===== src/rtl/uart_tx_phy_if.sv =====
// Byte handshake between the UART TX packet controller (master) and the
// serializer (slave). Accept is tx_valid && tx_ready at a rising clock edge.
interface uart_tx_phy_if;
   logic [7:0] tx_data;
   logic       tx_valid;
   logic       tx_ready;

   modport master (
      output tx_data,
      output tx_valid,
      input  tx_ready
   );

   modport slave (
      input  tx_data,
      input  tx_valid,
      output tx_ready
   );
endinterface


===== src/rtl/uart_tx_phy.sv =====
// uart_tx_phy: UART byte serializer, 8N1 LSB first, CLKS_PER_BIT clocks per bit.
// Define UART_TX_PARITY_EN for 8E1 framing (even parity bit between data and stop).
module uart_tx_phy #(
   parameter int CLKS_PER_BIT = 868
) (
   input  logic         clk,
   input  logic         rst,
   uart_tx_phy_if.slave tx_if,
   output logic         txd,
   output logic         tx_busy
);
   localparam int CNT_W = (CLKS_PER_BIT > 1) ? $clog2(CLKS_PER_BIT) : 1;
   localparam logic [CNT_W-1:0] CNT_MAX = CNT_W'(CLKS_PER_BIT - 1);

   generate
      if (CLKS_PER_BIT < 2) begin : g_bad_clks_per_bit
         $error("uart_tx_phy: CLKS_PER_BIT must be >= 2");
      end
   endgenerate

   typedef enum logic [2:0] {
      S_IDLE   = 3'd0,
      S_START  = 3'd1,
      S_DATA   = 3'd2,
      S_PARITY = 3'd3,
      S_STOP   = 3'd4
   } state_t;

   state_t           state_reg, state_next;
   logic [CNT_W-1:0] baud_cnt_reg, baud_cnt_next;
   logic [2:0]       bit_idx_reg, bit_idx_next;
   logic [7:0]       shift_reg, shift_next;
   logic             txd_reg, txd_next;
   logic             ready_reg, ready_next;
   logic             busy_reg, busy_next;
`ifdef UART_TX_PARITY_EN
   logic             parity_reg, parity_next;
`endif

   logic accept;
   logic bit_end;
   logic last_bit;

   assign accept   = tx_if.tx_valid & ready_reg;
   assign bit_end  = (baud_cnt_reg == CNT_MAX);
   assign last_bit = (bit_idx_reg == 3'd7);

   // State register; outputs are registered here too so they never glitch.
   always_ff @(posedge clk or posedge rst) begin
      if (rst) begin
         state_reg    <= S_IDLE;
         baud_cnt_reg <= '0;
         bit_idx_reg  <= '0;
         shift_reg    <= '0;
         txd_reg      <= 1'b1;
         ready_reg    <= 1'b1;
         busy_reg     <= 1'b0;
`ifdef UART_TX_PARITY_EN
         parity_reg   <= 1'b0;
`endif
      end else begin
         state_reg    <= state_next;
         baud_cnt_reg <= baud_cnt_next;
         bit_idx_reg  <= bit_idx_next;
         shift_reg    <= shift_next;
         txd_reg      <= txd_next;
         ready_reg    <= ready_next;
         busy_reg     <= busy_next;
`ifdef UART_TX_PARITY_EN
         parity_reg   <= parity_next;
`endif
      end
   end

   // Next-state and datapath logic.
   always_comb begin
      state_next    = state_reg;
      baud_cnt_next = bit_end ? '0 : baud_cnt_reg + CNT_W'(1);
      bit_idx_next  = bit_idx_reg;
      shift_next    = shift_reg;
`ifdef UART_TX_PARITY_EN
      parity_next   = parity_reg;
`endif
      case (state_reg)
         S_IDLE: begin
            baud_cnt_next = '0;
            if (accept) begin
               shift_next = tx_if.tx_data;
`ifdef UART_TX_PARITY_EN
               parity_next = ^tx_if.tx_data;
`endif
               state_next = S_START;
            end
         end
         S_START: begin
            if (bit_end) begin
               state_next   = S_DATA;
               bit_idx_next = 3'd0;
            end
         end
         S_DATA: begin
            if (bit_end) begin
               shift_next = {1'b0, shift_reg[7:1]};
               if (last_bit) begin
`ifdef UART_TX_PARITY_EN
                  state_next = S_PARITY;
`else
                  state_next = S_STOP;
`endif
               end else begin
                  bit_idx_next = bit_idx_reg + 3'd1;
               end
            end
         end
         S_PARITY: begin
            if (bit_end) begin
               state_next = S_STOP;
            end
         end
         S_STOP: begin
            if (bit_end) begin
               state_next = S_IDLE;
            end
         end
         default: begin
            state_next    = S_IDLE;
            baud_cnt_next = '0;
         end
      endcase
   end

   // Output logic: next values of the registered line and handshake outputs.
   always_comb begin
      txd_next   = txd_reg;
      ready_next = ready_reg;
      busy_next  = busy_reg;
      case (state_reg)
         S_IDLE: begin
            if (accept) begin
               txd_next   = 1'b0;
               ready_next = 1'b0;
               busy_next  = 1'b1;
            end else begin
               txd_next   = 1'b1;
               ready_next = 1'b1;
               busy_next  = 1'b0;
            end
         end
         S_START: begin
            if (bit_end) begin
               txd_next = shift_reg[0];
            end
         end
         S_DATA: begin
            if (bit_end) begin
               if (last_bit) begin
`ifdef UART_TX_PARITY_EN
                  txd_next = parity_reg;
`else
                  txd_next = 1'b1;
`endif
               end else begin
                  txd_next = shift_reg[1];
               end
            end
         end
         S_PARITY: begin
            if (bit_end) begin
               txd_next = 1'b1;
            end
         end
         S_STOP: begin
            if (bit_end) begin
               txd_next   = 1'b1;
               ready_next = 1'b1;
               busy_next  = 1'b0;
            end
         end
         default: begin
            txd_next   = 1'b1;
            ready_next = 1'b1;
            busy_next  = 1'b0;
         end
      endcase
   end

   assign txd            = txd_reg;
   assign tx_busy        = busy_reg;
   assign tx_if.tx_ready = ready_reg;

endmodule


===== src/flat_wrapper.sv =====
// flat-port wrapper written by rule: the top's interface ports become plain ports
module uart_tx_phy_flat 
#(
   parameter int CLKS_PER_BIT = 868
)
  (clk, rst, txd, tx_busy, tx_if_tx_data, tx_if_tx_valid, tx_if_tx_ready);
  uart_tx_phy_if tx_if_i ();
  input  logic clk;
  input  logic rst;
  output logic txd;
  output logic tx_busy;
  input wire logic [$bits(tx_if_i.tx_data)-1:0] tx_if_tx_data;
  input wire logic [$bits(tx_if_i.tx_valid)-1:0] tx_if_tx_valid;
  output wire logic [$bits(tx_if_i.tx_ready)-1:0] tx_if_tx_ready;
  assign tx_if_i.tx_data = tx_if_tx_data;
  assign tx_if_i.tx_valid = tx_if_tx_valid;
  assign tx_if_tx_ready = tx_if_i.tx_ready;
  uart_tx_phy #(.CLKS_PER_BIT(CLKS_PER_BIT)) u_core (.clk(clk), .rst(rst), .tx_if(tx_if_i), .txd(txd), .tx_busy(tx_busy));
endmodule

===== config.mk =====
export PLATFORM = sky130hd
export DESIGN_NAME = uart_tx_phy_flat
export DESIGN_NICKNAME = d
export VERILOG_FILES = /design/src/rtl/uart_tx_phy_if.sv /design/src/rtl/uart_tx_phy.sv /design/src/flat_wrapper.sv
export SDC_FILE = /design/constraint.sdc
export NUM_CORES = 1
export LEC_CHECK = 0
export CORE_ASPECT_RATIO = 2
export CORE_MARGIN = 2
export CORE_UTILIZATION = 40
export CTS_BUF_LIST = sky130_fd_sc_hd__clkbuf_16
export DETAILED_ROUTE_END_ITERATION = 7
export REMOVE_ABC_BUFFERS = 1
export SLEW_MARGIN = 20
export SYNTH_ARGS = -nofsm -noshare
export SYNTH_HDL_FRONTEND = slang
export SYNTH_SLANG_ARGS = --single-unit

===== constraint.sdc =====
create_clock -name clk -period 1.9 [get_ports clk]
set_clock_uncertainty 0.05 [all_clocks]
set_input_delay 0.38 -clock clk [delete_from_list [all_inputs] [get_ports clk]]
set_output_delay 0.38 -clock clk [all_outputs]
set_load 0.005 [all_outputs]

Yosys cells after proc, flatten, opt, wreduce, memory -nomap -nowiden
Cells that the tools add are included.
W data, S select, Z words.
{"block": "word_totals", "regBits": 27, "in_bits": 11, "word_cells": 61}
{"block": "op_classes", "addsub": 2, "n_eq_ne": 14, "mux": 25, "bitwise_logic": 2, "reduce_logical": 11}
{"operator": "$mux W3", "count": 8}
{"operator": "$mux W10", "count": 2}
{"operator": "$mux W8", "count": 2}
{"operator": "$pmux W8 S2", "count": 1}
{"operator": "$pmux W3 S5", "count": 1}
{"operator": "$ne A2 B1 Y1 const B", "count": 7}
{"operator": "$add A10 B1 Y10 const B", "count": 1}
{"operator": "$eq A10 B10 Y1 const B", "count": 1}
{"operator": "$mux W1", "count": 7}
{"operator": "$eq A3 B2 Y1 const B", "count": 2}
{"operator": "$eq A3 B3 Y1 const B", "count": 2}
{"operator": "$pmux W1 S3", "count": 2}
{"operator": "$pmux W3 S2", "count": 1}
{"operator": "$reduce_and A3 Y1", "count": 2}
{"operator": "$reduce_and A6 Y1", "count": 1}
{"operator": "$pmux W1 S4", "count": 1}
{"operator": "$reduce_and A4 Y1", "count": 1}
{"operator": "$reduce_bool A2 Y1", "count": 2}
{"operator": "$reduce_or A4 Y1", "count": 1}
{"operator": "$add A3 B1 Y3 const B", "count": 1}
{"operator": "$eq A3 B1 Y1 const B", "count": 1}
{"operator": "$logic_not A3 Y1", "count": 1}
{"operator": "$reduce_or A3 Y1", "count": 1}
{"operator": "$ne A2 B2 Y1 const B", "count": 1}
{"operator": "other kinds (4)", "count": 4}

Longest topological paths before layout
Gate-level depths: netlist of run 1.
{"block": "depth", "ltp_word": 4, "mapped_depth": 6, "depth_no_buf": 6}

Worst setup path after synthesis of run 1
OpenSTA, ideal clock, no wires.
{"block": "synth_path", "path_kind": "reg-to-reg", "start": "register u_core.bit_idx_reg[0]", "end": "register u_core.bit_idx_reg[0]", "setup_ns": 0.125, "arrival_ns": 1.686, "setup_slack_ns": 0.039, "path_stages_with_launch": 7, "path_buffers": 0, "period_less_slack_ns": 1.861, "path_cell_list": "dfrtp_1 ha_1 ha_1 or3b_1 a21oi_1 nand2_1 mux2_2"}
{"block": "synth_via", "elab_chain_len": 4, "elab_cells_between_ends": 7, "classes_between": "add/sub (1); eq/ne (2); mux (3); reduce/logical (1)"}
{"element": "from (decl)", "line": "uart_tx_phy.sv:31", "text": "logic [2:0] bit_idx_reg, bit_idx_next;"}
{"element": "from (signal assigned)", "line": "uart_tx_phy.sv:64", "text": "bit_idx_reg <= bit_idx_next;"}
{"element": "$add A3 B1 Y3", "line": "uart_tx_phy.sv:111", "text": "bit_idx_next = bit_idx_reg + 3'd1;"}
{"element": "$mux W3", "line": "uart_tx_phy.sv:104", "text": "if (last_bit) begin"}
{"element": "$mux W3", "line": "uart_tx_phy.sv:102", "text": "if (bit_end) begin"}
{"element": "$pmux W3 S2", "line": "uart_tx_phy.sv:84", "text": "case (state_reg)"}
Parallel ways exist; a longest one is shown, timed or not. The select of a mux whose other input is x is not followed.
A chain may end at the register's enable or synchronous reset.

Final worst setup path of run 1
{"block": "layout_path", "start": "register u_core.bit_idx_reg[1]", "end": "register u_core.bit_idx_reg[2]"}
Same word-level chain as after synthesis.

==> impl_results.md, run 1 <==
* Outcome: finished clean
* Post-layout min period at 1.852 ns
* Max FFs per register at 10
* Worst VDD drop at 0.4205 mV
* P per Cell Area at 619.1 nW/um2
* Core area at 3378 um2
* Main area contributors after synthesis: dfrtp_1, mux2_2, nor2_1
* Initial core utilization at 41.37%
* GR Layer Usage met3 at between 1.5 and 2%
* Top cell type's share of synthesized area at 44.76%
* Worst-path cell chain: ha_2 > ha_4 > or3b_4 > a21oi_4 > buf_6 > nand4_1 > a21bo_2
* Met2 Resource Use GR at 33.03%
* Setup TNS at 0 ns
* Final wirelength at 2929 um
* Inst Count DP at 180
* Root buf cell: clkbuf_16
* Syn Inst Count at 128
* Crit Path Category: reg2reg
* Vias per inst at 5.578
* CTS Buf Count at 3
* CTS Sinks at 27
* Clk_lat worst skew at 0.26 ns
* GR Util All Layers at 16.61%
* Die width at 45.80 um
* DIE AREA at about 4000 um2
* Initial DRC count at 10
* Cell accounting for the most synthesized area: dfrtp_1
* Diodes inserted at 0
* Gr ovfl total at 0
* Vias in the first global route at 1110
* Hold_buf cts at 0
* Global-route wire length before repair at 4830 um
* Crit path arrival time at 2.01 ns
* Port Buf Inserts at 13
* Hold Vio Cnt, Final at 0
* Antenna-violating nets left at 0
* Dpl hpwl at 2204 um
* P&R area growth vs syn at 25.96%
* Slew Limit Fails at 0
* Post-route DRC at 0
* Leakage at 0.8083 nW
* #FFs+latches synth at 27
* Crit-path max FO at 3
* Rel. slew slack at roughly 75%
* CP endpoint kind: register
* Sequential-to-total area share from yosys stat at 48.52%
* Layout cells sized above 1 at 30.97%
* Routability cong. at ~0.83
* Max_cap viols at 0
* Routed len/inst at approximately 16 um
* Max incr delay on CP at 0.39 ns
* Vias at 1043
* # H-tree levels at 1
* Crit share post-route at between 90% and 100%
* Ports at 14
* Slowest stage cell on the critical path: dfrtp_1
* Die Height at 87.59 um
* F_max at 0.5398 GHz
* RSZ-0062 raised after global routing: no
* Largest net degree at the start of global routing at 28
* Worst path required time at 2.05 ns
* Worst hold path type: in2async
* Yosys warnings at 0
* Standard-cell row count at 30
* Post-Layout Cell Count at 187
* Post-synthesis cell type count at 35
* Final-stage net count at 170
* CTS Buffer Depth at 2
* Least-Margin Pin Slew at 0.3730 ns
* Final setup fails at 0
* Fin util at around 52%
* Syn_area_per_cell at approximately 11 um2
* Startpoint Class: register
* Worst-path clk slew at 0.06 ns
* TritonCTS clock tree: done
* Initial DRT Pass Iterations at 4
* Antenna violations before repair at 0
* Gr busiest metal: met2
* Post-Syn Area at 1398 um2
* Met1 usage at between 10% and 20%
==> routing by layer <==
metal | up-vias | part of all wire [%]
met3 | 5 | 1.7
met1 | 523 | 37
met2 | 11 | 59
li1 | 504 | -
met4 | 0 | 2.0
met5 | - | 0
==> critical path: cells and delay by family, from the launching register on <==
kind | cells | cell delay, ns
buf+inv | 1 | 0.12
fa+ha+maj | 2 | 0.35
compound gates | 2 | 0.40
simple gates | 2 | 0.48
flops | 1 | 0.39
==> worst paths after layout <==
| kind | from | slack (ns) | cells after the start | endpoint |
|---|---|---|---|---|
| max | u_core.bit_idx_reg[1] | 0.05 | 7 | u_core.bit_idx_reg[2] |
| min | rst | 0.43 | 3 | u_core.bit_idx_reg[0] |
| max reg2reg | u_core.bit_idx_reg[1] | 0.05 | 7 | u_core.bit_idx_reg[2] |
| min reg2reg | u_core.baud_cnt_reg[0] | 0.43 | 1 | u_core.baud_cnt_reg[0] |
| max in group asynchronous | rst | 1.06 | 3 | u_core.tx_if.tx_ready |
| min in group clk | u_core.baud_cnt_reg[0] | 0.43 | 1 | u_core.baud_cnt_reg[0] |
==> kinds of logic after synthesis <==
group           after synthesis  share of synthesized area, %
flops                        27                         48.52
simple gates                 47                         18.27
xor+xnor                      9                         5.640
compound gates               18                         8.684
mux                          16                         13.16
fa+ha+maj                     3                         2.686
buf+inv                       8                         3.043
==> cell usage after synthesis (all sizes together) <==
master / count
o22ai: 1
nor3: 3
o211ai: 1
mux2: 16
buf: 3
xnor2: 6
nand2: 5
nor2: 19
nand3: 5
dfrtp: 25
ha: 3
clkbuf: 1
nand2b: 4
o21ai: 5
a21boi: 1
or2: 1
nor4: 1
inv: 4
a21oi: 5
or3b: 1
nand4b: 2
o32ai: 1
dfstp: 2
a41o: 1
or3: 3
xor2: 3
a21bo: 2
o31ai: 1
nand4: 3
==> cell usage in the layout, fill, tap and decap left out <==
cell type,Yosys,layout
clkinv_2,0,1
ha_4,0,1
ha_2,0,1
a21boi_2,1,1
clkbuf_16,0,3
or3b_4,0,1
xnor2_1,6,6
mux2_2,15,15
a21oi_1,5,4
buf_4,1,13
nand2b_2,1,1
or2_1,1,1
inv_1,4,4
mux2_4,1,1
ha_1,3,1
nand3_1,5,5
or3_1,1,1
o31ai_1,1,1
o211ai_1,1,1
nand4b_1,2,2
clkdlybuf4s50_1,0,13
o22ai_1,1,1
nand2b_1,3,3
nor3_4,1,1
a41o_1,1,1
a21bo_2,2,2
buf_6,1,1
o32ai_1,1,1
nand2_1,5,4
a21oi_4,0,1
nor3_1,2,2
nor4_1,1,1
nor2_1,19,19
nand4_1,3,3
o21ai_0,5,5
dfrtp_1,25,25
or3_4,2,2
nand2_2,0,1
xor2_1,3,3
dfstp_2,2,2
==> repair_timing <==
item,4_1_cts,5_1_grt
endpoints found under the setup margin,3,3
pin swaps,1,1
setup buffers,0,3
resized for setup,3,5
==> metrics by stage <==
| step | hold WS [ns] | power, mW | cell area (um2) | setup WS (ns) |
|---|---|---|---|---|
| floorplan | 0.3812 | 0.6010 | 1370 | 0.03914 |
| global placement | 0.4165 | 0.6269 | 1623 | 0.05446 |
| detailed placement | 0.4319 | 0.6279 | 1623 | -0.06333 |
| CTS | 0.4375 | 1.104 | 1712 | 0.005927 |
| global route | 0.4599 | 1.140 | 1760 | 0.006913 |
| finish | 0.4253 | 1.090 | 1760 | 0.04753 |
==> final cells by class <==
type                    count  area (um2)
flip-flops and latches     27       678.2
fillers                   307        1618
clock inverters             1       5.005
inverters                   4       15.01
repair buffers             27       239.0
well taps                  32       40.04
clock buffers               3       75.07
multi-input cells          93       708.2
==> power by group <==
group | internal, mW | leakage (nW) | switching (mW)
clock network | 0.284 | 0.0409 | 0.190
logic | 0.0248 | 0.422 | 0.0163
registers | 0.575 | 0.345 | 0
Note: power is estimated with default switching activity, not from simulation.
==> run 2, diff against run 1 <==
- SLEW_MARGIN: 20 -> unset
==> results of run 2 <==
Same layout as run 1: the final DEF is identical, and so are final timing and power.
